**src/rtl/mem_arbiter.sv**
```systemverilog
// Two-port (fetch / data) round-robin arbiter in front of a single-port SRAM
// with a fixed read latency. One access is in flight at a time; requests are
// only sampled while idle.
module mem_arbiter #(
  parameter int RD_LAT = 2              // mem_cs to mem_rdata valid, 1..7
) (
  input  logic        clk,
  input  logic        reset,
  input  logic        f_req,
  input  logic [11:0] f_addr,
  output logic        f_gnt,
  output logic        f_rvalid,
  output logic [15:0] f_rdata,
  input  logic        d_req,
  input  logic        d_we,
  input  logic [11:0] d_addr,
  input  logic [15:0] d_wdata,
  output logic        d_gnt,
  output logic        d_rvalid,
  output logic [15:0] d_rdata,
  output logic        mem_cs,
  output logic        mem_we,
  output logic [11:0] mem_addr,
  output logic [15:0] mem_wdata,
  input  logic [15:0] mem_rdata,
  output logic        busy
);

  localparam logic [1:0] S_IDLE  = 2'd0;
  localparam logic [1:0] S_ISSUE = 2'd1;
  localparam logic [1:0] S_WAIT  = 2'd2;
  localparam logic [1:0] S_RESP  = 2'd3;

  localparam int PORT_F = 0;
  localparam int PORT_D = 1;

  // Latched access, captured once when the winner is chosen.
  typedef struct packed {
    logic        we;
    logic [11:0] addr;
    logic [15:0] wdata;
  } acc_t;

  logic [1:0]       state;
  logic [2:0]       cnt;
  logic             win;       // 0 = fetch, 1 = data
  logic             last;      // port granted most recently
  acc_t             acc;
  logic             pick;
  logic [1:0][15:0] rdata_q;   // per-port read data hold registers
  logic             issue;
  logic             resp;

  // Round-robin pick: a lone requester wins, a tie goes to the port not
  // granted last time.
  always_comb begin
    pick = 1'b0;
    if (f_req && d_req) pick = ~last;
    else                pick = d_req;
  end

  // Access FSM, latency counter, winner latch and read-data capture.
  always_ff @(posedge clk or posedge reset) begin
    if (reset) begin
      state   <= S_IDLE;
      cnt     <= 3'd0;
      win     <= 1'b0;
      last    <= 1'b1;           // data counts as last so fetch wins the first tie
      acc     <= '0;
      rdata_q <= '0;
    end else begin
      case (state)
        S_IDLE: begin
          if (f_req || d_req) begin
            win       <= pick;
            last      <= pick;
            acc.we    <= pick & d_we;
            acc.addr  <= pick ? d_addr  : f_addr;
            acc.wdata <= pick ? d_wdata : 16'h0;
            state     <= S_ISSUE;
          end
        end
        S_ISSUE: begin
          if (acc.we) begin
            state <= S_IDLE;
          end else begin
            cnt   <= 3'd1;       // first WAIT cycle is ISSUE+1
            state <= S_WAIT;
          end
        end
        S_WAIT: begin
          // cnt == RD_LAT marks cycle ISSUE+RD_LAT, when mem_rdata is valid
          if (cnt == 3'(RD_LAT)) begin
            rdata_q[win] <= mem_rdata;
            cnt          <= 3'd0;
            state        <= S_RESP;
          end else begin
            cnt <= cnt + 3'd1;
          end
        end
        default: state <= S_IDLE;  // S_RESP
      endcase
    end
  end

  assign issue = (state == S_ISSUE);
  assign resp  = (state == S_RESP);

  // SRAM side is forced to zero outside the chip-select cycle.
  assign mem_cs    = issue;
  assign mem_we    = issue & acc.we;
  assign mem_addr  = issue ? acc.addr  : 12'h0;
  assign mem_wdata = issue ? acc.wdata : 16'h0;

  assign f_gnt    = issue & (win == 1'(PORT_F));
  assign d_gnt    = issue & (win == 1'(PORT_D));
  assign f_rvalid = resp  & (win == 1'(PORT_F));
  assign d_rvalid = resp  & (win == 1'(PORT_D));
  assign f_rdata  = rdata_q[PORT_F];
  assign d_rdata  = rdata_q[PORT_D];
  assign busy     = (state != S_IDLE);

endmodule
```
**config.mk**
```make
export PLATFORM = sky130hd
export DESIGN_NAME = mem_arbiter
export DESIGN_NICKNAME = d
export VERILOG_FILES = /design/src/rtl/mem_arbiter.sv
export SDC_FILE = /design/constraint.sdc
export NUM_CORES = 1
export LEC_CHECK = 0
export CORE_MARGIN = 5
export CORE_UTILIZATION = 32
export CTS_CLUSTER_DIAMETER = 30
export CTS_CLUSTER_SIZE = 8
export DETAILED_ROUTE_END_ITERATION = 6
export PLACE_DENSITY_LB_ADDON = 0.08
export SLEW_MARGIN = 20
export SYNTH_ARGS = -nofsm -noshare
export SYNTH_HDL_FRONTEND = slang
export SYNTH_SLANG_ARGS = --single-unit
```
**constraint.sdc**
```tcl
create_clock -name clk -period 3.9 [get_ports clk]
set_input_delay 0.39 -clock clk [delete_from_list [all_inputs] [get_ports clk]]
set_output_delay 0.39 -clock clk [all_outputs]
set_load 0.02 [all_outputs]
```
Yosys cells after proc, flatten, opt, wreduce, memory -nomap -nowiden
Index checks and enable logic that the tools add are counted.
- bits in registers: 68
- latch bits: 0
- bits in writable memories: 0
- bits in read-only memories: 0
- word-level logic and storage cells: 52
- memories: 0
- $add $sub $neg: 1
- multiply operators: 0
- div/mod/pow operators: 0
- magnitude comparators: 2
- eq/ne operators: 7
- shifts and indexed selects: 0
- multiplexer cells: 15
- bitwise logic cells: 8
- reductions and logical operators: 10
- operators with widths (operator ; number):
    16-bit two-way mux ; 3
    32-bit bitwise mux ; 1
    12-bit two-way mux ; 2
    16-bit demux with 1-bit select ; 1
    2-bit AND reduction ; 4
    1-bit bitwise AND ; 6
    2-bit two-way mux ; 3
    3-bit two-way mux ; 2
    2-bit != test, second input constant ; 3
    2-bit case mux with 3 select lines ; 1
    3-bit case mux with 2 select lines ; 1
    2-bit equality test, second input constant ; 2
    2-bit nonzero test ; 2
    3-bit by 1-bit adder with 3-bit output, second input constant ; 1
    3-bit by 2-bit equality test with 1-bit output, second input constant ; 1
    2-bit by 1-bit equality test with 1-bit output, second input constant ; 1
    1-bit logical AND ; 2
    2-bit logical NOT ; 1
    1-bit by 2-bit < comparator with 1-bit output, second input constant ; 1
    1-bit NOT ; 2
    1-bit greater-or-equal comparator, second input constant ; 1
    1-bit logical OR ; 1
    1-bit two-way mux ; 1

Logic depth before layout (Yosys ltp)
Gate-level depths: netlist of run 1.
- word-level depth: 5
- mapped depth: 5
- depth with buffers taken out: 3

Worst setup path before layout of run 1
No wires, ideal clock.
- path type: register to output
- start point: register state[0]
- end point: output port mem_addr[10]
- arrival: 1339 ps
- required time: 3510 ps
- setup slack: 2171 ps
- cell stages (with the launch flop): 4
- path buffers: 1
- cells stage by stage: dfrtp_1 -> nor2b_1 -> clkbuf_1 -> and2_1
- longest elaborated chain between the ends: 2
- ends and longest elaborated chain (item ; line ; text):
    start, declared ; 44 ; logic [1:0] state;
    start signal, assigned ; 65 ; state <= S_IDLE;
    start signal, assigned ; 80 ; state <= S_ISSUE;
    start signal, assigned ; 85 ; state <= S_IDLE;
    2-bit by 1-bit equality test with 1-bit output ; 106 ; assign issue = (state == S_ISSUE);
    net mem_cs ; 21 ; output logic mem_cs,
    12-bit two-way mux ; 112 ; assign mem_addr = issue ? acc.addr : 12'h0;
    end, declared ; 23 ; output logic [11:0] mem_addr,
The timed path passes the listed nets, and every way through them passes these cells.

Worst setup path after layout of run 1
- start point: register state[1]
- end point: output port mem_addr[3]
- longest elaborated chain between the ends: 2
- ends and longest elaborated chain (item ; line):
    2-bit by 1-bit equality test with 1-bit output ; 106
    12-bit two-way mux ; 112
No other way between the ends.

==> results of run 1 <==
-- cells in the mapped netlist, types with 2 or more instances --
master and count:
a21o_1 2, clkbuf_1 4, and3_1 3, nor2_1 2, a22o_1 17, nor2b_1 2, and2_1 30, mux2_4 10
a21oi_1 2, dfrtp_1 67, inv_1 3, buf_6 3, o21ai_0 2, buf_2 3, nand2_1 5, mux2_2 46
-- where the power goes --
group	switching (mW)	leakage, nW	internal, mW
sequential	0.204	0.841	1.03
clock	0.275	0.122	0.442
combinational	0.717	1.02	0.866
-- flip-flops by register name, indices dropped and copies added (netlist names) --
name     cells
win          1
state        2
acc         29
cnt          3
last         1
f_rdata     16
d_rdata     16
-- per-stage QoR --
stage	power (mW)	util [%]	cell area, µm²	hold WS [ns]
after floorplan	2.16	-	3040	0.464
after detailed placement	2.86	47.5	4390	0.483
after CTS	3.59	50.2	4640	0.353
after global routing	3.74	50.3	4640	0.404
after global placement	2.84	47.5	4390	0.479
final	3.54	50.3	4640	0.355
-- worst reg2reg max path: cells and delay by family, from the launching register on --
kind,cells,cell delay [ns]
multiplexers,1,0.42
AND/OR/NAND/NOR,2,1.28
flip-flops,1,0.47
-- area by class of cell --
cell class / instances / area, µm²
sequential: 68 / 1700
timing repair buffer: 128 / 1280
fill: 847 / 4600
clock inverter: 6 / 111
inverter: 3 / 11.3
clock buffer: 10 / 138
tap: 129 / 161
multi-input combinational: 134 / 1240
-- cells by family after synthesis --
family | after synthesis | synth area share [%]
buffers and inverters | 15 | 3.38
flip-flops | 68 | 56.0
AND/OR/NAND/NOR | 49 | 10.6
multiplexers | 56 | 22.0
AO/OA/AOI/OAI | 29 | 8.03
-- worst paths after layout --
path,from,endpoint,cells after the start
max,state[1],mem_addr[3],3
min,reset,d_rdata[7],2
max reg2reg,state[0],d_rdata[14],3
min reg2reg,acc[19],acc[19],1
max in group asynchronous,reset,acc[24],3
min in group clk,acc[19],acc[19],1
-- layer usage --
layer | up-vias | global-route usage (%) | wire, µm
met5 | - | 0 | 0
met4 | 0 | 5.95 | 123
met3 | 10 | 3.42 | 489
met2 | 65 | 21.5 | 3680
met1 | 1042 | 17.7 | 3400
li1 | 1021 | - | -
==> summary.md, run 1 <==
| Metric | Value |
|---|---|
| Clock skew | 0.00837 ns |
| Yosys warns | 0 |
| CTS sink count | 68 |
| R2r setup slk | 1.62 ns |
| Max cap viols | 0 |
| Gr ovfl total | 0 |
| Startpoint types | flop |
| Top cells by area, synth | dfrtp_1, mux2_2, and2_1 |
| Die ar. | 0.0115 mm² |
| Die X | 107 µm |
| Leakage power total | approximately 2.0 nW |
| Ys flop type | dfrtp_1 |
| Slowest CP cell | clkdlybuf4s50_1 |
| Period utilization | around two thirds |
| Pre-antenna DRT Iters | 4 |
| Commonest cells after routing, fill and taps aside | clkdlybuf4s50_1, dfrtp_1, mux2_2 |
| Max clock buf depth | 2 |
| Max-slew violation count | 0 |
| Maximum VDD drop | about 340 µV |
| Post-DRT Antenna Nets | 0 |
| Non-filler cells, final | 478 |
| Post-CTS Hold Buffers | 0 |
| Port Buffers | 127 |
| Commonest non-fill, non-tap cell in the layout | clkdlybuf4s50_1 |
| HPWL after detailed placement | 5390 µm |
| Relative slew slack | 31.9% |
| Core area | 0.00924 mm² |
| Worst path cell trace | nor2b_4 -> and2_1 -> clkdlybuf4s50_1 |
| Final setup viols | 0 |
| Crit path max-delay family | simple AND/OR/NAND/NOR gates |
| Share of cells above drive strength 1 | 23.8% |
| Clock insertion delay at the later pin of the skew report | 0.34 ns |
| Status | finished, final reports clean |
| Mapped Nets | 278 |
| Post-route minimum period | about 2.7 ns |
| TritonCTS Buffers | 9 |
| Synth Cell Area | approximately 0.003 mm² |
| Yosys reg bits | 68 |
| Drt drc | 0 |
| P&R area growth vs syn | 52.8% |
| Root Buffer Master | clkbuf_8 |
| Synth async-reset ratio | 100% |
| GPL Wtd Cong | 0.681 |
| CTS tree | built |
| CP arrival | between 2 and 2.5 ns |
| Global-route usage over all layers | 13.6% |
| Diodes inserted | 0 |
| Number of enable flip-flop cells after synthesis | 0 |
| Largest stage delay, worst path | 0.63 ns |
| Initial Util | around 33% |
| Final hold vios | 0 |
| Worst Tran Pin Value | between 1 and 1.5 ns |
| Vias in the first global route | ~2300 |
| Clock transition at the registers of the reported paths | 0.08 ns |
| Avg Cell Area, Syn | 14.0 µm² |
| Crit Path Max Fanout | 32 |
| Final worst setup slack | approximately 1.2 ns |
| Final nets | 405 |
| Die height | 107 µm |
| Cell count after placement | 462 |
| Hold Path Class | input pin to async pin |
| Largest net degree at the start of global routing | 50 |
| CP required | roughly 3.5 ns |
| Post-synthesis cell count | 217 |
| Final Routed Wirelength | between 7000 and 8000 µm |
| Vias | 2138 |
| Critical path class | flop to output port |
| Global-route wire length before repair | 12200 µm |
| Yosys cell types | 32 |
| Leading area contributor after synthesis | dfrtp_1 |
| Buf/Inv on CP | 1 |
| Yosys top cell area share | between 50% and 60% |
| Dpl ws | 1.17 ns |
| Register area share after synthesis | 56.0% |
| Worst setup EP type | output port |
| Ports | about 130 |
| H-tree lvl count | 3 |
| Initial antenna violation count | 0 |
| RSZ-0062 raised after global routing | false |
| DR vias/cell | 4.47 |
| Top achievable clock speed | about 370 MHz |
| Final TNS setup | 0 ns |
| DR WL/cell | 16.1 µm |
| Post-cts resize count | 0 |
| Number of DRC markers in iteration 0 | 50 |
| PwrDens | 762 mW/mm² |
| Post-CTS Repair Setup Buffers | 0 |
| Rows | 35 |
Note: power is estimated with default switching activity, not from simulation.
==> run 2: changes to the inputs <==
==> constraint.sdc (replaced) <==
create_clock -name clk -period 2.65 [get_ports clk]
set_input_delay 0.265 -clock clk [delete_from_list [all_inputs] [get_ports clk]]
set_output_delay 0.265 -clock clk [all_outputs]
set_load 0.02 [all_outputs]
==> run 2 against run 1 <==
Wire length is 1.5% lower; via count is 1.6% higher; utilization hardly changed; hold slack worse by 0.066 ns; sequential share of layout area hardly changed; clock skew is 0.0036 ns lower; critical path depth is 1 higher; cell count is 1.0% higher; die area stayed put; sequential power is 46% higher; largest power group unchanged.
==> summary.md, run 2 (synthesized netlist as in run 1, its figures left out) <==
| Metric | Value |
|---|---|
| Status | finished, final reports clean |
| RSZ-0062 raised after global routing | false |
| PwrDens | 1080 mW/mm² (+42%) |
| Global-route wire length before repair | 12200 µm (about the same) |
| Worst-case reg-to-reg path depth | 4 (+1) |
| FF-to-FF Start | state[1] |
| Initial antenna violation count | 0 (unchanged) |
| Post-CTS Repair Setup Buffers | 0 (unchanged) |
| Largest net degree at the start of global routing | 47 (-6.0%) |
| Crit Path Max Fanout | 21 (-34%) |
| Core area | 0.00924 mm² (unchanged) |
| Final core occ | 50.2% (about the same) |
| Relative slew slack | 57.8% (+26 points) |
| TritonCTS Buffers | 9 (unchanged) |
| DP Area | 0.00444 mm² (+1.1%) |
| Initial Util | 32.9% (unchanged) |
| Psw | 1.74 mW (+46%) |
| Final nets | 410 (+1.2%) |
| Clock skew | 0.00480 ns (-0.00357 ns) |
| Max cap viols | 0 (unchanged) |
| Met2 Use GR | 21.6% (+0.089 points) |
| Fillers | 838 (-1.1%) |
| M3 GR Usage | 5.40% (+2.0 points) |
| Layer with the highest usage | met2 |
| Post-CTS Hold Buffers | 0 (unchanged) |
| Final setup viols | 0 (unchanged) |
| DR WL/cell | 15.7 µm (-2.6%) |
| P&R area growth vs syn | 52.7% (about the same) |
| Die X | 107 µm (unchanged) |
| Clock transition at the registers of the reported paths | 0.08 ns (about the same) |
| Total Power | 5.03 mW (+42%) |
| Largest reg by FF count | acc |
| Leakage power total | 1.99 nW (+0.16%) |
| Combinational share of power | 46.9% (+2.1 points) |
| Top achievable clock speed | 428 MHz |
| Final Routed Wirelength | 7570 µm (-1.5%) |
| H-tree lvl count | 3 (unchanged) |
| Post-cts resize count | 0 (unchanged) |
| Die ar. | 0.0115 mm² (unchanged) |
| Commonest cells after routing, fill and taps aside | clkdlybuf4s50_1, dfrtp_1, mux2_2 |
| Worst Tran Pin Value | 0.632 ns (-0.390 ns) |
| Post-DRT Antenna Nets | 0 (unchanged) |
| Pre-antenna DRT Iters | 3 (-1) |
| Final TNS setup | 0 ns (unchanged) |
| Largest register FFs | 29 (unchanged) |
| Max-slew violation count | 0 (unchanged) |
| Post-route minimum period | 2.34 ns |
| Rows | 35 (unchanged) |
| Number of DRC markers in iteration 0 | 57 (+14%) |
| CTS tree | built |
| CTS sink count | 68 (unchanged) |
| Worst r2r dst | acc[15] |
| Final hold vios | 0 (unchanged) |
| Vias | 2173 (+1.6%) |
| Sequential power share | 35.9% (+0.9 points) |
| Switch share | 34.7% (+0.88 points) |
| Ports | 128 (unchanged) |
| Drt drc | 0 (unchanged) |
| Gr ovfl total | 0 (unchanged) |
| Critical path class | flop to output port |
| Hold Path Class | input pin to async pin |
| Period utilization | 88.2% |
| P_int | 3.28 mW (+40%) |
| Clock insertion delay at the later pin of the skew report | 0.33 ns (about the same) |
| CP required | 2.38 ns (-1.13 ns) |
| Maximum VDD drop | 481 µV (+40%) |
| Cell count after placement | 467 (+1.1%) |
| Non-filler cells, final | 483 (+1.0%) |
| GPL Wtd Cong | 0.738 (+8.4%) |
| Clk pwr share | 17.1% (-3.2 points) |
| M1 GR Usage | 17.6% (-0.10 points) |
| Root Buffer Master | clkbuf_8 |
| DR vias/cell | 4.50 (+0.58%) |
| Max clock buf depth | 2 (unchanged) |
| Commonest non-fill, non-tap cell in the layout | clkdlybuf4s50_1 |
| Fin area | 0.00464 mm² (about the same) |
| Port Buffers | 127 (unchanged) |
| Vias in the first global route | 2298 (-0.65%) |
| CP arrival | 2.07 ns (-0.21 ns) |
| Share of cells above drive strength 1 | 24.9% (+1.1 points) |
| Diodes inserted | 0 (unchanged) |
| Global-route usage over all layers | 13.7% (+0.11 points) |
| R2r setup slk | 0.76 ns (-0.86 ns) |
| HPWL after detailed placement | 5460 µm (+1.4%) |
| Startpoint types | flop |
| Worst setup EP type | output port |
| Die height | 107 µm (unchanged) |
==> run 2: cell types whose count changed in the layout (fill, tap and decap cells not counted), sizes merged <==
| cell | before | now |
|---|---|---|
| buf | 1 | 6 |
| bufinv | 3 | 1 |
| clkinv | 2 | 3 |
| clkinvlp | 1 | 2 |
==> run 2: worst max path at each step <==
stage                        start            to  slack (ns)
after floorplan              reset        acc[0]        0.68
after global placement    state[0]  mem_wdata[1]        0.65
after detailed placement  state[0]  mem_wdata[1]        0.64
after CTS                 state[1]  mem_addr[10]        0.26
after global routing      state[1]         f_gnt        0.14
final                     state[1]  mem_wdata[1]        0.31
==> run 2: area by class of cell <==
type / count / area, µm² / share of cell area, %
Clock inverter: 6 / 63.8 / 1.37
Clock buffer: 10 / 138 / 2.96
Tap cell: 129 / 161 / 3.48
Timing Repair Buffer: 133 / 1330 / 28.6
Inverter: 3 / 11.3 / 0.243
Multi-Input combinational cell: 134 / 1240 / 26.6
Sequential cell: 68 / 1700 / 36.7
==> run 2: per-layer routing <==
layer  routed length [µm]  vias up
li1                     -     1033
met1                 3410     1067
met2                 3570       66
met3                  510        7
met4                   81        0
met5                    0        -
==> run 2: stage by stage <==
stage	hold WS (ns)	setup slack, ns
2_1_floorplan	0.398	0.675
3_3_place_gp	0.479	0.653
3_5_place_dp	0.483	0.645
4_1_cts	0.290	0.255
5_1_grt	0.307	0.143
6_report	0.289	0.313
==> run 2: power by group through the flow <==
stage                     sequential (mW)  combinational [mW]  clock (mW)
after floorplan                      2.02                1.16           0
after global placement               1.83                2.38           0
after detailed placement             1.83                2.40           0
after CTS                            1.81                2.41       0.901
after global routing                 1.88                2.55       0.937
final                                1.81                2.36       0.861
==> run 2: worst max-delay path, stage by stage, from the launching register on <==
cell and delay [ns]:
dfrtp_1 0.53, nor2b_2 0.19, buf_4 0.24, and2_1 0.17
clkdlybuf4s50_1 0.60
